$ cat config.mk
export PLATFORM = sky130hd
export DESIGN_NAME = rle_run_decoder
export DESIGN_NICKNAME = d
export VERILOG_FILES = /design/src/rtl/rle_pkg.sv /design/src/rtl/rle_run_bank.sv /design/src/rtl/rle_run_decoder.sv
export SDC_FILE = /design/constraint.sdc
export NUM_CORES = 1
export LEC_CHECK = 0
export CAP_MARGIN = 20
export CORE_MARGIN = 8
export CORE_UTILIZATION = 50
export CTS_BUF_LIST = sky130_fd_sc_hd__clkbuf_8
export CTS_CLUSTER_DIAMETER = 100
export DETAILED_ROUTE_END_ITERATION = 10
export PLACE_DENSITY = 0.87
export SETUP_SLACK_MARGIN = 0.15
export SLEW_MARGIN = 40
export SYNTH_ARGS = -nofsm -noshare
export SYNTH_HDL_FRONTEND = slang
export SYNTH_SLANG_ARGS = --single-unit
$ cat constraint.sdc
create_clock -name CLK -period 3.8 [get_ports CLK]
set_input_delay 0.76 -clock CLK [delete_from_list [all_inputs] [get_ports CLK]]
set_output_delay 0.76 -clock CLK [all_outputs]
set_load 0.03 [all_outputs]
$ cat src/rtl/rle_pkg.sv
// Shared types and constants for the run-length decoder.
package rle_pkg;

  localparam int unsigned NRunsDefault = 8;
  localparam int unsigned CntWDefault  = 11;

  typedef enum logic [0:0] {
    IDLE,
    RUN
  } state_t;

  // Runs alternate symbols, so every finished or skipped run flips the symbol.
  function automatic logic next_sym(input logic sym);
    return ~sym;
  endfunction

endpackage

$ cat src/rtl/rle_run_bank.sv
// Descriptor register bank: holds the latched run lengths and the clamped run count,
// and muxes out the length of the run selected by idx.
module rle_run_bank
  import rle_pkg::*;
#(
  parameter int unsigned N_RUNS = NRunsDefault,
  parameter int unsigned CNT_W  = CntWDefault,
  parameter int unsigned IDX_W  = $clog2(N_RUNS + 1)
) (
  input  logic                    CLK,
  input  logic                    RESET_N,
  input  logic                    load,
  input  logic [N_RUNS*CNT_W-1:0] run_lens,
  input  logic [IDX_W-1:0]        run_count,
  input  logic [IDX_W-1:0]        idx,
  output logic [CNT_W-1:0]        cur_len,
  output logic [IDX_W-1:0]        run_cnt
);

  logic [CNT_W-1:0] lens_q [N_RUNS];
  logic [IDX_W-1:0] run_cnt_q;

  // Latch the descriptor on an accepted load; an oversized count is clamped here.
  always_ff @(posedge CLK or negedge RESET_N) begin
    if (!RESET_N) begin
      for (int k = 0; k < N_RUNS; k++) lens_q[k] <= '0;
      run_cnt_q <= '0;
    end else if (load) begin
      for (int k = 0; k < N_RUNS; k++) lens_q[k] <= run_lens[k*CNT_W +: CNT_W];
      run_cnt_q <= (run_count > IDX_W'(N_RUNS)) ? IDX_W'(N_RUNS) : run_count;
    end
  end

  // Select the current run length; an out-of-range index reads as zero.
  always_comb begin
    cur_len = '0;
    for (int k = 0; k < N_RUNS; k++) begin
      if (idx == IDX_W'(k)) cur_len = lens_q[k];
    end
  end

  assign run_cnt = run_cnt_q;

endmodule

$ cat src/rtl/rle_run_decoder.sv
// Run-length decoder: expands a bank of run lengths into an alternating 1-bit symbol
// stream with valid/ready handshakes on both the descriptor and the output side.
module rle_run_decoder
  import rle_pkg::*;
#(
  parameter int unsigned N_RUNS = NRunsDefault,
  parameter int unsigned CNT_W  = CntWDefault,
  localparam int unsigned IDX_W = $clog2(N_RUNS + 1)
) (
  input  logic                    CLK,
  input  logic                    RESET_N,
  input  logic                    load_valid,
  output logic                    load_ready,
  input  logic [N_RUNS*CNT_W-1:0] run_lens,
  input  logic [IDX_W-1:0]        run_count,
  input  logic                    first_sym,
  input  logic                    abort,
  output logic                    out_valid,
  input  logic                    out_ready,
  output logic                    out_sym,
  output logic                    frame_done,
  output logic [IDX_W-1:0]        run_idx
);

  state_t           state_q, state_d;
  logic [IDX_W-1:0] idx_q, idx_d;
  logic [CNT_W-1:0] cnt_q, cnt_d;
  logic             sym_q, sym_d;
  logic             done_q, done_d;

  logic [CNT_W-1:0] cur_len;
  logic [IDX_W-1:0] run_cnt;
  logic             load;
  logic             adv;

  assign load_ready = (state_q == IDLE) && !abort;
  assign load       = load_valid && load_ready;

  rle_run_bank #(
    .N_RUNS (N_RUNS),
    .CNT_W  (CNT_W),
    .IDX_W  (IDX_W)
  ) u_bank (
    .CLK       (CLK),
    .RESET_N   (RESET_N),
    .load      (load),
    .run_lens  (run_lens),
    .run_count (run_count),
    .idx       (idx_q),
    .cur_len   (cur_len),
    .run_cnt   (run_cnt)
  );

  // Outputs come from registered state only; out_ready never reaches them combinationally.
  assign out_valid  = (state_q == RUN) && (cur_len != '0);
  assign out_sym    = out_valid & sym_q;
  assign frame_done = done_q;
  assign run_idx    = idx_q;

  // Next-state: abort first, then load in IDLE, then beat counting / run skipping in RUN.
  always_comb begin
    state_d = state_q;
    idx_d   = idx_q;
    cnt_d   = cnt_q;
    sym_d   = sym_q;
    done_d  = 1'b0;
    adv     = 1'b0;

    if (abort) begin
      state_d = IDLE;
      idx_d   = '0;
      cnt_d   = '0;
    end else begin
      unique case (state_q)
        IDLE: begin
          if (load_valid) begin
            idx_d = '0;
            cnt_d = '0;
            sym_d = first_sym;
            if (run_count == '0) done_d = 1'b1;
            else                 state_d = RUN;
          end
        end
        RUN: begin
          if (cur_len == '0) begin
            adv = 1'b1;
          end else if (out_ready) begin
            if (cnt_q == cur_len - CNT_W'(1)) begin
              cnt_d = '0;
              adv   = 1'b1;
            end else begin
              cnt_d = cnt_q + CNT_W'(1);
            end
          end
          if (adv) begin
            if (idx_q == run_cnt - IDX_W'(1)) begin
              state_d = IDLE;
              idx_d   = '0;
              done_d  = 1'b1;
            end else begin
              idx_d = idx_q + IDX_W'(1);
              sym_d = next_sym(sym_q);
            end
          end
        end
        default: state_d = IDLE;
      endcase
    end
  end

  // State register.
  always_ff @(posedge CLK or negedge RESET_N) begin
    if (!RESET_N) begin
      state_q <= IDLE;
      idx_q   <= '0;
      cnt_q   <= '0;
      sym_q   <= 1'b0;
      done_q  <= 1'b0;
    end else begin
      state_q <= state_d;
      idx_q   <= idx_d;
      cnt_q   <= cnt_d;
      sym_q   <= sym_d;
      done_q  <= done_d;
    end
  end

endmodule
Yosys cells after proc, flatten, opt, wreduce, memory -nomap -nowiden
Cells that the tools add are included.
{"block": "op_classes", "reduce_logical": 11, "magnitude_cmp": 1, "mux": 41, "n_bitwise": 4, "n_eq_ne": 16, "add_sub_neg": 4}
{"op": "$mux 11", "n": 13}
{"op": "$pmux 11 s2", "n": 1}
{"op": "$mux 4", "n": 5}
{"op": "$mux 1", "n": 18}
{"op": "$eq 4x3->1 const B", "n": 4}
{"op": "$add 11x1->11 const B", "n": 1}
{"op": "$eq 11x11->1", "n": 1}
{"op": "$logic_not 11->1", "n": 1}
{"op": "$reduce_bool 11->1", "n": 1}
{"op": "$sub 11x1->11 const B", "n": 1}
{"op": "$ne 3x3->1 const B", "n": 3}
{"op": "$eq 4x2->1 const B", "n": 2}
{"op": "$logic_not 4->1", "n": 2}
{"op": "$pmux 4 s2", "n": 1}
{"op": "$pmux 1 s2", "n": 3}
{"op": "$add 4x1->4 const B", "n": 1}
{"op": "$eq 4x1->1 const B", "n": 1}
{"op": "$eq 4x4->1", "n": 1}
{"op": "$gt 4x4->1 const B", "n": 1}
{"op": "$ne 2x2->1 const B", "n": 2}
{"op": "$reduce_and 4->1", "n": 1}
{"op": "$sub 4x1->4 const B", "n": 1}
{"op": "$logic_and 1x1->1", "n": 3}
{"op": "$ne 3x2->1 const B", "n": 1}
{"op": "6 further kinds", "n": 8}
{"block": "word_totals", "reg_bits": 110, "elab_cells": 91, "input_bits": 98, "out_inout_bits": 8}

Logic depth before layout (Yosys ltp)
{"block": "depth", "word_depth": 19, "mapped_depth": 20, "ltp_nobuf": 17}

By module
From an unflattened synthesis, not the netlist that was laid out.
{"block": "hier_totals", "cells_unflattened": 503, "area_unflattened_um2": 5931.9}
{"module": "rle_run_bank", "cells_per_inst": 319, "n_inst": 1, "area_each_um2": 4379.2, "seq_area_each_um2": 2302.2}
{"module": "rle_run_decoder", "cells_per_inst": 184, "n_inst": 1, "area_each_um2": 1552.7, "seq_area_each_um2": 450.4}

Least setup slack after synthesis
No wires, ideal clock.
{"block": "synth_timing", "path_kind": "register -> register", "startpoint": "register idx_q[0], in the netlist run_idx[0]", "endpoint": "register cnt_q[0]", "synth_period_minus_slack_ns": 4.064, "setup_time_ns": 0.125, "arrival_ns": 3.939, "stages_incl_launch_ff": 18, "setup_slack_ns": -0.264, "n_path_buf": 3, "t_required_ns": 3.675, "path_cell_list": "dfrtp_1 inv_1 ha_1 buf_4 buf_6 a221o_1 o211ai_2 nand2_2 inv_1 ha_1 o21ai_0 nor4_2 nand3b_1 and2_1 clkbuf_1 a211oi_2 nor2_2 mux2_2"}
{"block": "synth_between", "elab_chain_len": 16, "word_cells_on_any_way": 26, "classes_between": "add/sub (1); eq/ne (9); mux (13); reduce/logical (3)"}
{"element": "start: declaration", "line": "rle_run_decoder.sv:26", "source": "logic [IDX_W-1:0] idx_q, idx_d;"}
{"element": "start signal: assignment", "line": "rle_run_decoder.sv:121", "source": "idx_q <= idx_d;"}
{"element": "$logic_not 4->1", "line": "rle_run_bank.sv:38", "source": "if (idx == IDX_W'(k)) cur_len = lens_q[k];"}
{"element": "$mux 11 (7 in series)", "line": "rle_run_bank.sv:38"}
{"element": "$mux 11 *", "line": "rle_run_bank.sv:38"}
{"element": "$sub 11x1->11", "line": "rle_run_decoder.sv:88", "source": "if (cnt_q == cur_len - CNT_W'(1)) begin"}
{"element": "$eq 11x11->1", "line": "rle_run_decoder.sv:88"}
{"element": "$mux 11", "line": "rle_run_decoder.sv:88"}
{"element": "$mux 11", "line": "rle_run_decoder.sv:87", "source": "end else if (out_ready) begin"}
{"element": "$mux 11", "line": "rle_run_decoder.sv:85", "source": "if (cur_len == '0) begin"}
{"element": "$pmux 11 s2", "line": "rle_run_decoder.sv:74", "source": "unique case (state_q)"}
{"element": "$mux 11", "line": "rle_run_decoder.sv:69", "source": "if (abort) begin"}
{"element": "end signal: assignment", "line": "rle_run_decoder.sv:122", "source": "cnt_q <= cnt_d;"}
{"element": "end: declaration", "line": "rle_run_decoder.sv:27", "source": "logic [CNT_W-1:0] cnt_q, cnt_d;"}
Mark *: on every way between the ends. The rest lies on a longest branch, timed or not. The select of a mux whose other input is x is not followed.
A chain may end at the register's enable or synchronous reset.

Worst setup path in the final report
{"block": "layout_timing", "startpoint": "register idx_q[0], in the netlist run_idx[0]", "endpoint": "output port out_sym"}
{"block": "layout_between", "elab_chain_len": 12, "word_cells_on_any_way": 19, "classes_between": "eq/ne (7); mux (8); bitwise (1); reduce/logical (3)"}
{"element": "$logic_not 4->1", "line": "rle_run_bank.sv:38"}
{"element": "$mux 11 (7 in series)", "line": "rle_run_bank.sv:38"}
{"element": "$mux 11 *", "line": "rle_run_bank.sv:38"}
{"element": "$reduce_bool 11->1 *", "line": "rle_run_decoder.sv:55", "source": "assign out_valid = (state_q == RUN) && (cur_len != '0);"}
{"element": "$logic_and 1x1->1 *", "line": "rle_run_decoder.sv:55"}
{"element": "$and 1x1->1 *", "line": "rle_run_decoder.sv:56", "source": "assign out_sym = out_valid & sym_q;"}
{"element": "end: declaration", "line": "rle_run_decoder.sv:20", "source": "output logic out_sym,"}
Mark *: on every way between the ends. The rest lies on a longest branch, timed or not.

==> impl_metrics.ini <==
[outcome]
outcome = finished, violations left
violations = negative setup slack

[grt]
grt_use_total_pct = 22.5
grt_max_degree = 65
grt_pass1_vias = 5472
antenna_found_initial = 0
grt_pass1_wl_mm = 28.6
overflow = 0

[timing]
fin_setup_tns_ns = -0.243
tightestPinTransition_ns = 0.613
relSlewSlack_pct = 58.7
fin_skew_ns = 0.00879
fmax_ghz = 0.259
slew_violations = 0
setup_slack_ns = -0.0683
finalCriticalPeriod_ns = 3.87
fin_crit_sh_pct = 102
hold_viol = 0
setup_violations = 9
rsz0062_at_grt = true

[yosys]
ys_types = 76
synth.area.top_cells = dfrtp_1, mux2_2, a21oi_1
synth_edf_count = 0
synth_mux_area_share_pct = 14.9
yosys_warnings = 0
synth-adder-area-share_pct = 1.43
synthesis.nets = 667
synthSimpleGateAreaFrac_pct = 12.4
seq_area_frac_synth_pct = 45.0
syn_area_um2 = 6110
yosysTopAreaCell = dfrtp_1
synthFlopType = dfrtp_1
synth_top_family_by_area = compound AO/OA/AOI/OAI gates
syn_inst = 562
synth_compound_area_share_pct = 19.1
synthArstFlopShare_pct = 100
ys_seq_elements = 110
avgSynthCellArea_um2 = 10.9
yosysTopAreaCellShare_pct = 45.0
synthXorXnorAreaFrac_pct = 2.29

[critical_path]
crit_top_cell = buf_6
path_cells = buf_6, ha_4, or3_4, buf_4, a221oi_2, o21bai_2, nand4_2, nor3_4, nand3b_1, and3_4, buf_6
cp_data_required_time_ns = 3.04
slowest_delay_ns = 0.48
crit_path_top_delay_cell = dfrtp_2
worst_setup_path_end_kind = output port
critical_path_class = reg2out
worstPathArrival_ns = 3.11
critPathMaxFanout = 7
cp-start-kind = register

[floorplan]
die_y_um = 127
dieArea_um2 = 16000
ios = 106
fp-row-count = 40
start_util_pct = 51.1
core_um2 = 12000
die_w_um = 127

[clocking]
cts_max_level = 3
cts-root-buf = clkbuf_8
numCtsBuffers = 9
path_clk_slew_ns = 0.11
cts_tree = done
clk_latency_ns = 0.40
cts_max_path_buffers = 2
cts.sinks = 110
cts_hold_buffers = 0

[cells_and_area]
drive_above_1_share_pct = 35.6
fin_nets = 814
seqCellArea_um2 = 2760
num_antenna_cells = 0
area_growth_pct = 37.5
multi_input_area_um2 = 3450
n_fill_cell = 811

[placement]
numPortBuffers = 105
place_hpwl_mm = 12.7
gp_congestion = 0.937

[drt]
drt_iter0_markers = 403
routed_wl_mm = 18.3
firstDrtPassIters = 7
drc = 0
vias_per_cell = 6.05
wire_per_inst_um = 21.2
drtAntennaViolNets = 0
vias = 5213

[flow_run]
max_cap_violations = 0

[pwr]
leakagePower_nw = 3.48
ir_worst_vdd_v = 0.000386
powerDensity_nw_per_um2 = 396
power_mw = 3.33

[hold_path]
min_path_type = in2async
cells by family (layout without fill, tap and decap cells):
family | after synthesis | after routing
XOR/XNOR | 16 | 16
multiplexers | 81 | 81
flip-flops | 110 | 110
adder cells (fa/ha/maj) | 7 | 7
AO/OA/AOI/OAI | 152 | 152
buffers and inverters | 63 | 215
AND/OR/NAND/NOR | 133 | 133
report_power, final:
part	internal (mW)	total (mW)	switching (mW)
clock	0.334	0.782	0.447
sequential	1.40	1.56	0.164
combinational	0.543	0.987	0.444
repair_timing:
action,4_1_cts,5_1_grt
setup buffers,16,10
endpoints found under the setup margin,19,20
pin swaps,16,34
gates cloned,3,0
gates resized for setup,43,43
area by class of cell:
cell class / count / share of cell area [%]
multi-input cells: 389 / 41.0
flip-flops and latches: 110 / 32.8
clock buffers: 10 / 1.64
clock inverters: 6 / 0.953
inverters: 27 / 1.27
well taps: 147 / 2.19
repair buffers: 172 / 20.2
critical path, delay by kind of cell, from the launching register on:
kind,cells,cell delay (ns)
AOI/OAI and AO/OA,2,0.52
adders and majority gates,1,0.18
buffers and inverters,3,0.46
and+or+nand+nor,5,1.05
DFF,1,0.48
worst paths after layout:
| check | start | endpoint | slack, ns | depth (start not counted) |
|---|---|---|---|---|
| worst max-delay path | run_idx[0]$_DFFE_PN0P_ | out_sym | -0.07 | 11 |
| worst min-delay path | RESET_N | cnt_q[4]$_DFFE_PN0P_ | 0.33 | 1 |
| worst max register to register | run_idx[0]$_DFFE_PN0P_ | sym_q$_DFFE_PN0P_ | -0.04 | 19 |
| worst min register to register | u_bank.lens_q[25]$_DFFE_PN0P_ | u_bank.lens_q[25]$_DFFE_PN0P_ | 0.52 | 1 |
| max in group asynchronous | RESET_N | u_bank.lens_q[51]$_DFFE_PN0P_ | 2.81 | 2 |
| min in group CLK | u_bank.lens_q[25]$_DFFE_PN0P_ | u_bank.lens_q[25]$_DFFE_PN0P_ | 0.52 | 1 |
per-layer routing:
metal	share of wire (%)	vias to the layer above	GRT usage (%)
li1	-	2377	-
met1	41	2629	26.7
met2	51	165	38.8
met3	5.6	42	4.52
met4	3.4	0	10.1
met5	0	-	0
cells in the final DEF (no fill, tap or decap), drive strengths merged, types with 7 or more instances in the layout:
cell type      count
a21oi             27
a221oi             9
a22o               9
and3              10
buf               69
clkbuf            10
clkdlybuf4s50    102
dfrtp            110
ha                 7
inv               29
mux2              80
nand2             31
nand2b            10
nand3              8
nand3b            15
nor2              21
nor2b              9
nor4               7
o211ai             7
o21ai             32
o22ai             10
xnor2             11
sequential cells by signal, indices dropped and copies added (netlist names):
name            cells
u_bank.lens_q      88
cnt_q              11
run_idx             4
u_bank.run_cnt      4
frame_done          1
state_q             1
sym_q               1
per-stage QoR:
| stage | instances | worst slack [ns] | area [um2] | utilization (%) | hold slack (ns) |
|---|---|---|---|---|---|
| after floorplan | 562 | 0.177 | 6140 | - | 0.464 |
| after global placement | 816 | 0.0426 | 7520 | 62.9 | 0.486 |
| after detailed placement | 816 | -0.00828 | 7520 | 62.9 | 0.499 |
| after CTS | 851 | -0.0312 | 8120 | 67.9 | 0.481 |
| after global routing | 861 | -0.186 | 8410 | 70.3 | 0.380 |
| final | 861 | -0.0683 | 8410 | 70.3 | 0.325 |
Yosys cell counts (4+ instances only):
cell	instances
a211oi_1	5
a21oi_1	25
a221o_1	4
a221oi_1	7
a22o_1	9
a31oi_1	5
and2_1	5
and3_1	10
buf_2	10
buf_4	6
clkbuf_1	15
dfrtp_1	110
ha_1	7
inv_1	25
mux2_2	80
nand2_1	29
nand2b_1	9
nand3_1	8
nand3b_1	15
nor2_1	18
nor2b_1	9
nor3_1	5
nor4_1	6
o211a_1	6
o211ai_1	4
o21ai_0	23
o21ai_1	9
o221ai_1	4
o22ai_1	8
xnor2_1	11
xor2_1	5
(Power assumes the default switching activity.)
